File: src/rtl/kdtree_pkg.sv
// Shared sizes, patch type and load-sequencer state encoding for the kd-tree loader.
package kdtree_pkg;

    localparam int DATA_WIDTH  = 11;
    localparam int PATCH_SIZE  = 5;
    localparam int LEAF_SIZE   = 8;
    localparam int NUM_LEAVES  = 64;
    localparam int NUM_NODES   = NUM_LEAVES - 1;
    localparam int NUM_QUERYS  = 494;
    localparam int ADDR_WIDTH  = $clog2(NUM_LEAVES);
    localparam int QADDR_WIDTH = $clog2(NUM_QUERYS);
    localparam int SLOT_WIDTH  = $clog2(LEAF_SIZE);
    localparam int WC_WIDTH    = $clog2(PATCH_SIZE + 1);
    localparam int PATCH_W     = PATCH_SIZE * DATA_WIDTH;

    typedef logic [PATCH_SIZE-1:0][DATA_WIDTH-1:0] patch_t;

    typedef enum logic [2:0] {
        IDLE,
        LOAD_NODES,
        LOAD_LEAVES,
        LOAD_QUERIES,
        DONE
    } load_state_t;

endpackage

File: src/rtl/kdtree_load_ctrl_patch_assembler.sv
// Collects one FIFO word per component into a patch; patch_nxt already includes the word being loaded.
module patch_assembler
    import kdtree_pkg::*;
(
    input  logic                  clk,
    input  logic                  rst_n,
    input  logic                  clr,
    input  logic                  load,
    input  logic [WC_WIDTH-1:0]   wc,
    input  logic [DATA_WIDTH-1:0] data,
    output logic [PATCH_W-1:0]    patch_nxt,
    output logic                  last
);

    patch_t patch_q;
    patch_t patch_d;

    always_comb begin
        patch_d = patch_q;
        for (int i = 0; i < PATCH_SIZE; i++) begin
            if (load && (wc == WC_WIDTH'(i))) begin
                patch_d[i] = data;
            end
        end
    end

    assign patch_nxt = patch_d;
    assign last      = load && (wc == WC_WIDTH'(PATCH_SIZE - 1));

    always_ff @(posedge clk or negedge rst_n) begin
        if (!rst_n) begin
            patch_q <= '0;
        end else if (clr) begin
            patch_q <= '0;
        end else if (load) begin
            patch_q <= patch_d;
        end
    end

endmodule

File: src/rtl/kdtree_load_ctrl.sv
// Splits the shared input FIFO stream into node, leaf and query write transactions after load_kdtree.
module kdtree_load_ctrl
    import kdtree_pkg::*;
(
    input  logic                   clk,
    input  logic                   rst_n,
    input  logic                   load_kdtree,
    input  logic [DATA_WIDTH-1:0]  in_fifo_rdata,
    input  logic                   in_fifo_rempty_n,
    output logic                   in_fifo_rdeq,
    output logic                   node_wen,
    output logic [ADDR_WIDTH-1:0]  node_waddr,
    output logic [2:0]             node_windex,
    output logic [DATA_WIDTH-1:0]  node_wmedian,
    output logic                   leaf_wen,
    output logic [ADDR_WIDTH-1:0]  leaf_waddr,
    output logic [SLOT_WIDTH-1:0]  leaf_wslot,
    output logic [PATCH_W-1:0]     leaf_wdata,
    output logic [DATA_WIDTH-1:0]  leaf_widx,
    output logic                   query_wen,
    output logic [QADDR_WIDTH-1:0] query_waddr,
    output logic [PATCH_W-1:0]     query_wdata,
    output logic                   busy,
    output logic                   load_done
);

    localparam logic [WC_WIDTH-1:0] WC_MEDIAN   = WC_WIDTH'(1);
    localparam logic [WC_WIDTH-1:0] WC_LEAF_IDX = WC_WIDTH'(PATCH_SIZE);

    load_state_t state, state_nxt;

    logic [WC_WIDTH-1:0]    wc;
    logic [ADDR_WIDTH-1:0]  node_cnt;
    logic [ADDR_WIDTH-1:0]  leaf_cnt;
    logic [SLOT_WIDTH-1:0]  slot;
    logic [QADDR_WIDTH-1:0] query_cnt;
    logic [2:0]             idx_q;

    logic start, node_end, leaf_end, query_end;
    logic node_last, slot_last, leaf_last, query_last;
    logic asm_load, asm_last;
    logic [PATCH_W-1:0] patch_nxt;

    assign start      = load_kdtree & ~busy;
    assign node_end   = in_fifo_rdeq & (state == LOAD_NODES) & (wc == WC_MEDIAN);
    assign leaf_end   = in_fifo_rdeq & (state == LOAD_LEAVES) & (wc == WC_LEAF_IDX);
    assign asm_load   = in_fifo_rdeq & ((state == LOAD_LEAVES) | (state == LOAD_QUERIES))
                        & (wc < WC_LEAF_IDX);
    assign query_end  = asm_last & (state == LOAD_QUERIES);
    assign node_last  = (node_cnt == ADDR_WIDTH'(NUM_NODES - 1));
    assign slot_last  = (slot == SLOT_WIDTH'(LEAF_SIZE - 1));
    assign leaf_last  = (leaf_cnt == ADDR_WIDTH'(NUM_LEAVES - 1)) & slot_last;
    assign query_last = (query_cnt == QADDR_WIDTH'(NUM_QUERYS - 1));

    patch_assembler u_patch_assembler (
        .clk       (clk),
        .rst_n     (rst_n),
        .clr       (start),
        .load      (asm_load),
        .wc        (wc),
        .data      (in_fifo_rdata),
        .patch_nxt (patch_nxt),
        .last      (asm_last)
    );

    always_ff @(posedge clk or negedge rst_n) begin
        if (!rst_n) begin
            state <= IDLE;
        end else begin
            state <= state_nxt;
        end
    end

    always_comb begin
        state_nxt = state;
        case (state)
            IDLE, DONE:   if (start) state_nxt = LOAD_NODES;
            LOAD_NODES:   if (node_end && node_last) state_nxt = LOAD_LEAVES;
            LOAD_LEAVES:  if (leaf_end && leaf_last) state_nxt = LOAD_QUERIES;
            LOAD_QUERIES: if (query_end && query_last) state_nxt = DONE;
            default:      state_nxt = IDLE;
        endcase
    end

    always_comb begin
        busy      = 1'b0;
        load_done = 1'b0;
        case (state)
            LOAD_NODES, LOAD_LEAVES, LOAD_QUERIES: busy = 1'b1;
            DONE:                                  load_done = 1'b1;
            default:                               ;
        endcase
        in_fifo_rdeq = busy & in_fifo_rempty_n;
    end

    // Item counters: wc restarts at every item boundary, everything holds while the FIFO is empty.
    always_ff @(posedge clk or negedge rst_n) begin
        if (!rst_n) begin
            wc        <= '0;
            node_cnt  <= '0;
            leaf_cnt  <= '0;
            slot      <= '0;
            query_cnt <= '0;
            idx_q     <= '0;
        end else if (start) begin
            wc        <= '0;
            node_cnt  <= '0;
            leaf_cnt  <= '0;
            slot      <= '0;
            query_cnt <= '0;
            idx_q     <= '0;
        end else if (node_end) begin
            wc       <= '0;
            node_cnt <= node_cnt + 1'b1;
        end else if (leaf_end) begin
            wc <= '0;
            if (slot_last) begin
                slot     <= '0;
                leaf_cnt <= leaf_cnt + 1'b1;
            end else begin
                slot <= slot + 1'b1;
            end
        end else if (query_end) begin
            wc        <= '0;
            query_cnt <= query_cnt + 1'b1;
        end else if (in_fifo_rdeq) begin
            if (state == LOAD_NODES) begin
                idx_q <= in_fifo_rdata[2:0];
            end
            wc <= wc + 1'b1;
        end
    end

    // Write ports: strobes pulse for one cycle, address/data hold until the next write.
    always_ff @(posedge clk or negedge rst_n) begin
        if (!rst_n) begin
            node_wen     <= 1'b0;
            node_waddr   <= '0;
            node_windex  <= '0;
            node_wmedian <= '0;
            leaf_wen     <= 1'b0;
            leaf_waddr   <= '0;
            leaf_wslot   <= '0;
            leaf_wdata   <= '0;
            leaf_widx    <= '0;
            query_wen    <= 1'b0;
            query_waddr  <= '0;
            query_wdata  <= '0;
        end else begin
            node_wen  <= node_end;
            leaf_wen  <= leaf_end;
            query_wen <= query_end;
            if (node_end) begin
                node_waddr   <= node_cnt;
                node_windex  <= idx_q;
                node_wmedian <= in_fifo_rdata;
            end
            if (leaf_end) begin
                leaf_waddr <= leaf_cnt;
                leaf_wslot <= slot;
                leaf_wdata <= patch_nxt;
                leaf_widx  <= in_fifo_rdata;
            end
            if (query_end) begin
                query_waddr <= query_cnt;
                query_wdata <= patch_nxt;
            end
        end
    end

endmodule

File: config.mk
export PLATFORM = sky130hd
export DESIGN_NAME = kdtree_load_ctrl
export DESIGN_NICKNAME = d
export VERILOG_FILES = /design/src/rtl/kdtree_pkg.sv /design/src/rtl/kdtree_load_ctrl_patch_assembler.sv /design/src/rtl/kdtree_load_ctrl.sv
export SDC_FILE = /design/constraint.sdc
export NUM_CORES = 1
export LEC_CHECK = 0
export ABC_CLOCK_PERIOD_IN_PS = 4300
export BUFFER_PORTS_ARGS = -buffer_cell sky130_fd_sc_hd__buf_2
export CORE_AREA = 2 2 102 178
export CTS_BUF_LIST = sky130_fd_sc_hd__clkbuf_4 sky130_fd_sc_hd__clkbuf_8
export DETAILED_ROUTE_END_ITERATION = 16
export DIE_AREA = 0 0 104 180
export HOLD_SLACK_MARGIN = 0.08
export PLACE_DENSITY_LB_ADDON = 0.12
export SYNTH_ARGS = -nofsm -noshare
export SYNTH_HDL_FRONTEND = slang
export SYNTH_SLANG_ARGS = --single-unit
File: constraint.sdc
create_clock -name clk -period 4.3 [get_ports clk]
set_input_delay 0.86 -clock clk [delete_from_list [all_inputs] [get_ports clk]]
set_output_delay 0.86 -clock clk [all_outputs]
set_load 0.01 [all_outputs]
# Word-level counts from Yosys, hierarchy flattened
# Index checks and enable logic that the tools add are counted.
[classes]
addsub = 5
magnitude_cmp = 1
eq_ne = 20
mux = 39
n_bitwise = 12
reduce_logical = 25
[op_table]
columns = ["operator", "n"]
rows = [
  ["$mux W55", 2],
  ["$mux W3", 19],
  ["$mux W11", 5],
  ["$mux W6", 6],
  ["$mux W9", 4],
  ["$reduce_bool A2 Y1", 7],
  ["$add A6 B1 Y6 const B", 2],
  ["$eq A3 B2 Y1 const B", 4],
  ["$eq A3 B3 Y1 const B", 4],
  ["$eq A6 B6 Y1 const B", 2],
  ["$pmux W3 S4", 1],
  ["$and A1 B1 Y1", 10],
  ["$add A9 B1 Y9 const B", 1],
  ["$eq A9 B9 Y1 const B", 1],
  ["$logic_and A1 B1 Y1", 8],
  ["$ne A2 B2 Y1 const B", 4],
  ["$add A3 B1 Y3 const B", 2],
  ["$eq A3 B1 Y1 const B", 2],
  ["$logic_not A3 Y1", 2],
  ["$ne A2 B1 Y1 const B", 3],
  ["$reduce_and A3 Y1", 2],
  ["$reduce_and A5 Y1", 1],
  ["$reduce_bool A5 Y1", 1],
  ["$reduce_and A4 Y1", 1],
  ["7 further kinds", 8],
]
[totals]
ff_bits = 250
input_bits = 15
out_inout_bits = 165
word_cells = 126

# Depth between registers and ports, before layout
[depth]
word_depth = 12
mapped_depth = 9
ltp_nobuf = 8

# Cells and area by module
# From an unflattened synthesis, not the netlist that was laid out.
[hier_totals]
hier_cells = 1108
area_unflattened_um2 = 10930.5
[by_module_without_submodules]
columns = ["mod", "n_inst", "cells_each", "area_per_inst_um2", "seq_area_each_um2"]
rows = [
  ["kdtree_load_ctrl", 1, 849, 7767.4, 4879.7],
  ["patch_assembler", 1, 259, 3163.0, 1376.3],
]

# Worst setup path before layout
# Ideal clock, no wire load.
[synth_timing]
path_kind = "in2out"
start = "in in_fifo_rempty_n"
end = "out in_fifo_rdeq"
t_arrival_ns = 1.428
t_required_ns = 3.440
path_slack_ns = 2.012
cell_stages = 4
n_path_buf = 1
cell_sequence = "nand2b_4 > or2_2 > clkbuf_1 > inv_1"
[synth_via]
elab_chain_len = 1
[synth_rtl]
columns = ["element", "line", "rtl"]
rows = [
  ["from (decl)", "kdtree_load_ctrl.sv:9", "input logic in_fifo_rempty_n,"],
  ["$and A1 B1 Y1", "kdtree_load_ctrl.sv:93", "in_fifo_rdeq = busy & in_fifo_rempty_n;"],
  ["to (decl)", "kdtree_load_ctrl.sv:10", "output logic in_fifo_rdeq,"],
]
# Every way passes these cells.

# Worst setup path after layout
[layout_timing]
start = "reg state[0]"
end = "out in_fifo_rdeq"
[layout_via]
elab_chain_len = 4
elab_cells_between_ends = 6
classes_between = "eq/ne: 3; mux: 1; bitwise: 1; reduce/logical: 1"
[layout_rtl]
columns = ["element", "line", "rtl"]
rows = [
  ["from (decl)", "kdtree_load_ctrl.sv:30", "load_state_t state, state_nxt;"],
  ["from (signal assigned)", "kdtree_load_ctrl.sv:70", "state <= state_nxt;"],
  ["$eq A3 B1 Y1 or $eq A3 B2 Y1 (tied branches)", "kdtree_load_ctrl.sv:88", "case (state)"],
  ["$reduce_or A3 Y1 (*)", "kdtree_load_ctrl.sv:88", ""],
  ["$mux W1 (*)", "kdtree_load_ctrl.sv:88", ""],
  ["$and A1 B1 Y1 (*)", "kdtree_load_ctrl.sv:93", ""],
]
# Every way passes the cells marked *; elsewhere a longest branch is shown, timed or not.

==> flow_metrics.env <==
export IMPL_endpoint_kind="output port"
export IMPL_r2r_slack_ns=1.58
export IMPL_synth_area_leaders="dfrtp_1 (61%), nand2_1 (7.3%), a22o_1 (5.2%)"
export IMPL_synthSimpleGateAreaFrac_pct=13.9
export IMPL_place_gp_congestion=0.817
export IMPL_peakVddDrop_mv=0.299
export IMPL_crit_arrival_ns=1.87
export IMPL_p_clk_share_pct=25.1
export IMPL_cp_cell_sequence="nor2_1, or2_2, inv_1, buf_2"
export IMPL_synth_area_mux_share_pct=6.62
export IMPL_cts_tree="done"
export IMPL_yosys_register_bits=250
export IMPL_slew_headroom_pct=27.5
export IMPL_hpwl_um=16000
export IMPL_min_period_ns=2.73
export IMPL_grt_pass1_wl_um=38700
export IMPL_p_int_mw=5.18
export IMPL_syn_cell_area_mm2=0.0102
export IMPL_start_util_pct=59.0
export IMPL_power_density_mw_per_mm2=648
export IMPL_htree_num_levels=2
export IMPL_nets=1121
export IMPL_io_pins=180
export IMPL_synth_cells=939
export IMPL_grt_pass1_vias=7290
export IMPL_yosysUniqueCellTypes=50
export IMPL_finalClockSkew_ns=0.0169
export IMPL_synth_fa_ha_area_share_pct=1.47
export IMPL_grt_start_max_net_pins=97
export IMPL_fmax_mhz=367
export IMPL_critPathKind="flip-flop to output port"
export IMPL_grt_use_met3_pct=3.23
export IMPL_r2r_start="wc[1]"
export IMPL_crit_fanout=10
export IMPL_portBuffers=179
export IMPL_crit_slowest_cell="dfrtp_1"
export IMPL_setup_viol=0
export IMPL_drtPass1Iterations=5
export IMPL_synth_most_common_cell="dfrtp_1"
export IMPL_fillers=1377
export IMPL_ys_flop_type="dfrtp_1"
export IMPL_crit_required_ns=3.44
export IMPL_antenna_found_initial=0
export IMPL_synth_edf_count=0
export IMPL_clock_latency_ns=0.51
export IMPL_route_detailed_drc=0
export IMPL_synth_top_family_by_area="simple AND/OR/NAND/NOR gates"
export IMPL_grt_overflow=0
export IMPL_synth_compound_area_share_pct=11.4
export IMPL_path_clk_slew_ns=0.07
export IMPL_cts_hold_buffers=0
export IMPL_worstSetupStartpointType="flip-flop"
export IMPL_antenna_cells=0
export IMPL_area_growth_pct=16.4
export IMPL_coreArea_mm2=0.0173
export IMPL_hold_viol=0
export IMPL_netlist_area_leader_share_pct=61.3
export IMPL_cts_resized=0
export IMPL_use_met2_pct=45.0
export IMPL_use_met1_pct=33.8
export IMPL_timing_hold_ws_ns=0.386
export IMPL_report_final_slew_viol_count=0
export IMPL_synth_xor_area_share_pct=1.37
export IMPL_hp_class="input port to asynchronous set/reset pin"
export IMPL_reg2reg_depth=8
export IMPL_grt_usage_pct=25.8
export IMPL_vias=7380
export IMPL_rsz0062_at_grt="false"
export IMPL_max_stage_delay_ns=0.57
export IMPL_switching_share_pct=32.7
export IMPL_worstMarginPinSlew_ns=1.09
export IMPL_antenna_left=0
export IMPL_post_cts_buffers=0
export IMPL_viasPerCell=5.48
export IMPL_yosys_warnings=0
export IMPL_avgRoutedWirePerCell_um=17.8
export IMPL_fin_tns_setup_ns=0
export IMPL_synth_async_reset_ratio_pct=100
export IMPL_synth_seq_area_share_pct=61.3
export IMPL_p_leak_nw=6.30
export IMPL_timing_final_crit_share_pct=63.5
export IMPL_wirelength_um=24000
export IMPL_status="finished clean"
export IMPL_cap_violations=0
export IMPL_crit_path_start="state[0]"
export IMPL_cts_max_path_buffers=3
export IMPL_dieArea_mm2=0.0187
export IMPL_root_buffer="clkbuf_8"
export IMPL_die_w_um=104
export IMPL_grt_busiest_layer="met2"
export IMPL_cts_buffers=35
export IMPL_avgSynthCellArea_um2=10.9
export IMPL_synth_area_leader_cell="dfrtp_1"
export IMPL_seqPwrFrac_pct=47.1
export IMPL_drt_initial_drc_count=383
export IMPL_row_count=64
export IMPL_drive_gt1_share_pct=24.8
export IMPL_syn_num_nets=966
export IMPL_cts_sinks=250
export IMPL_p_sw_mw=2.52
export IMPL_die_h_um=180
export IMPL_synth_common_cells="dfrtp_1 (250), nand2_1 (198), nor2_1 (88), a22o_1 (60), a21oi_1 (46)"
export IMPL_combPwrFrac_pct=27.8
==> path summary, 6_finish.rpt <==
| path | end |
|---|---|
| hold / removal | query_wdata[10] |
| setup reg to reg | node_cnt[3] |
| max in group asynchronous | leaf_wdata[24] |
| setup / recovery | in_fifo_rdeq |
| hold reg to reg | query_wdata[42] |
| min in group clk | query_wdata[42] |
==> per-stage QoR <==
step           setup slack [ns]  util (%)  cells  power (mW)  instance area [um^2]
2_1_floorplan              2.01         -    939        4.90                 10200
3_3_place_gp               1.20      64.4   1288        5.73                 11100
3_5_place_dp               1.18      64.4   1288        5.82                 11100
4_1_cts                    1.54      68.7   1346        7.76                 11900
5_1_grt                    1.26      68.7   1346        8.17                 11900
6_report                   1.57      68.7   1346        7.70                 11900
==> metal layers <==
metal	up-vias	wire length, um
met4	0	582
met2	204	12500
met5	-	0
li1	3475	-
met1	3663	10000
met3	38	911
==> final cells by class <==
type                       count  area (um^2)  area share (%)
sequential                   250         6260            52.7
clock buffer                  54          687            5.78
tap                          231          289            2.43
timing repair buffer         188          998            8.40
multi-input combinational    608         3550            29.9
inverter                      11         47.5           0.400
clock inverter                 4         51.3           0.432
==> power by group through the flow <==
| stage | clock network, mW | registers (mW) | logic (mW) |
|---|---|---|---|
| after floorplan | 0 | 3.79 | 1.11 |
| after global placement | 0 | 3.64 | 2.10 |
| after detailed placement | 0 | 3.66 | 2.16 |
| after CTS | 1.97 | 3.62 | 2.17 |
| after global routing | 2.07 | 3.71 | 2.39 |
| final | 1.93 | 3.62 | 2.14 |
==> placed cells by master (no fill, tap or decap), drive strengths merged, types with 4 or more instances in the layout <==
cell type,instances
mux2i,45
dfrtp,250
xor2,11
nand2,198
nor2,88
a22o,60
nand3,12
and3,4
o21ai,51
xnor2,5
nand4,4
a21oi,47
buf,188
inv,10
clkbuf,54
mux2,20
ha,12
nand2b,5
a31oi,13
nor3,6
==> kinds of logic (layout without fill, tap and decap cells) <==
family	Yosys count	count (layout)
and+or+nand+nor	337	337
DFF	250	250
AOI/OAI and AO/OA	178	178
buffers and inverters	81	257
muxes	65	65
xor gates and xnor gates	16	16
adders and majority gates	12	12
==> registers in the layout, indices dropped and copies added (netlist names) <==
register                   cells
slot                           3
leaf_cnt                       6
node_windex                    3
u_patch_assembler.patch_q     55
idx_q                          3
query_wdata                   55
leaf_wen                       1
state                          3
node_wen                       1
query_waddr                    9
node_wmedian                  11
node_cnt                       6
wc                             3
query_cnt                      9
leaf_waddr                     6
leaf_wslot                     3
node_waddr                     6
leaf_widx                     11
leaf_wdata                    55
query_wen                      1
==> worst max-delay path: cells and delay by family (launching register included) <==
family / cells / cell delay [ns]
buf+inv: 2 / 0.28
simple gates: 2 / 0.51
flops: 1 / 0.57
Note: power is estimated with default switching activity, not from simulation.
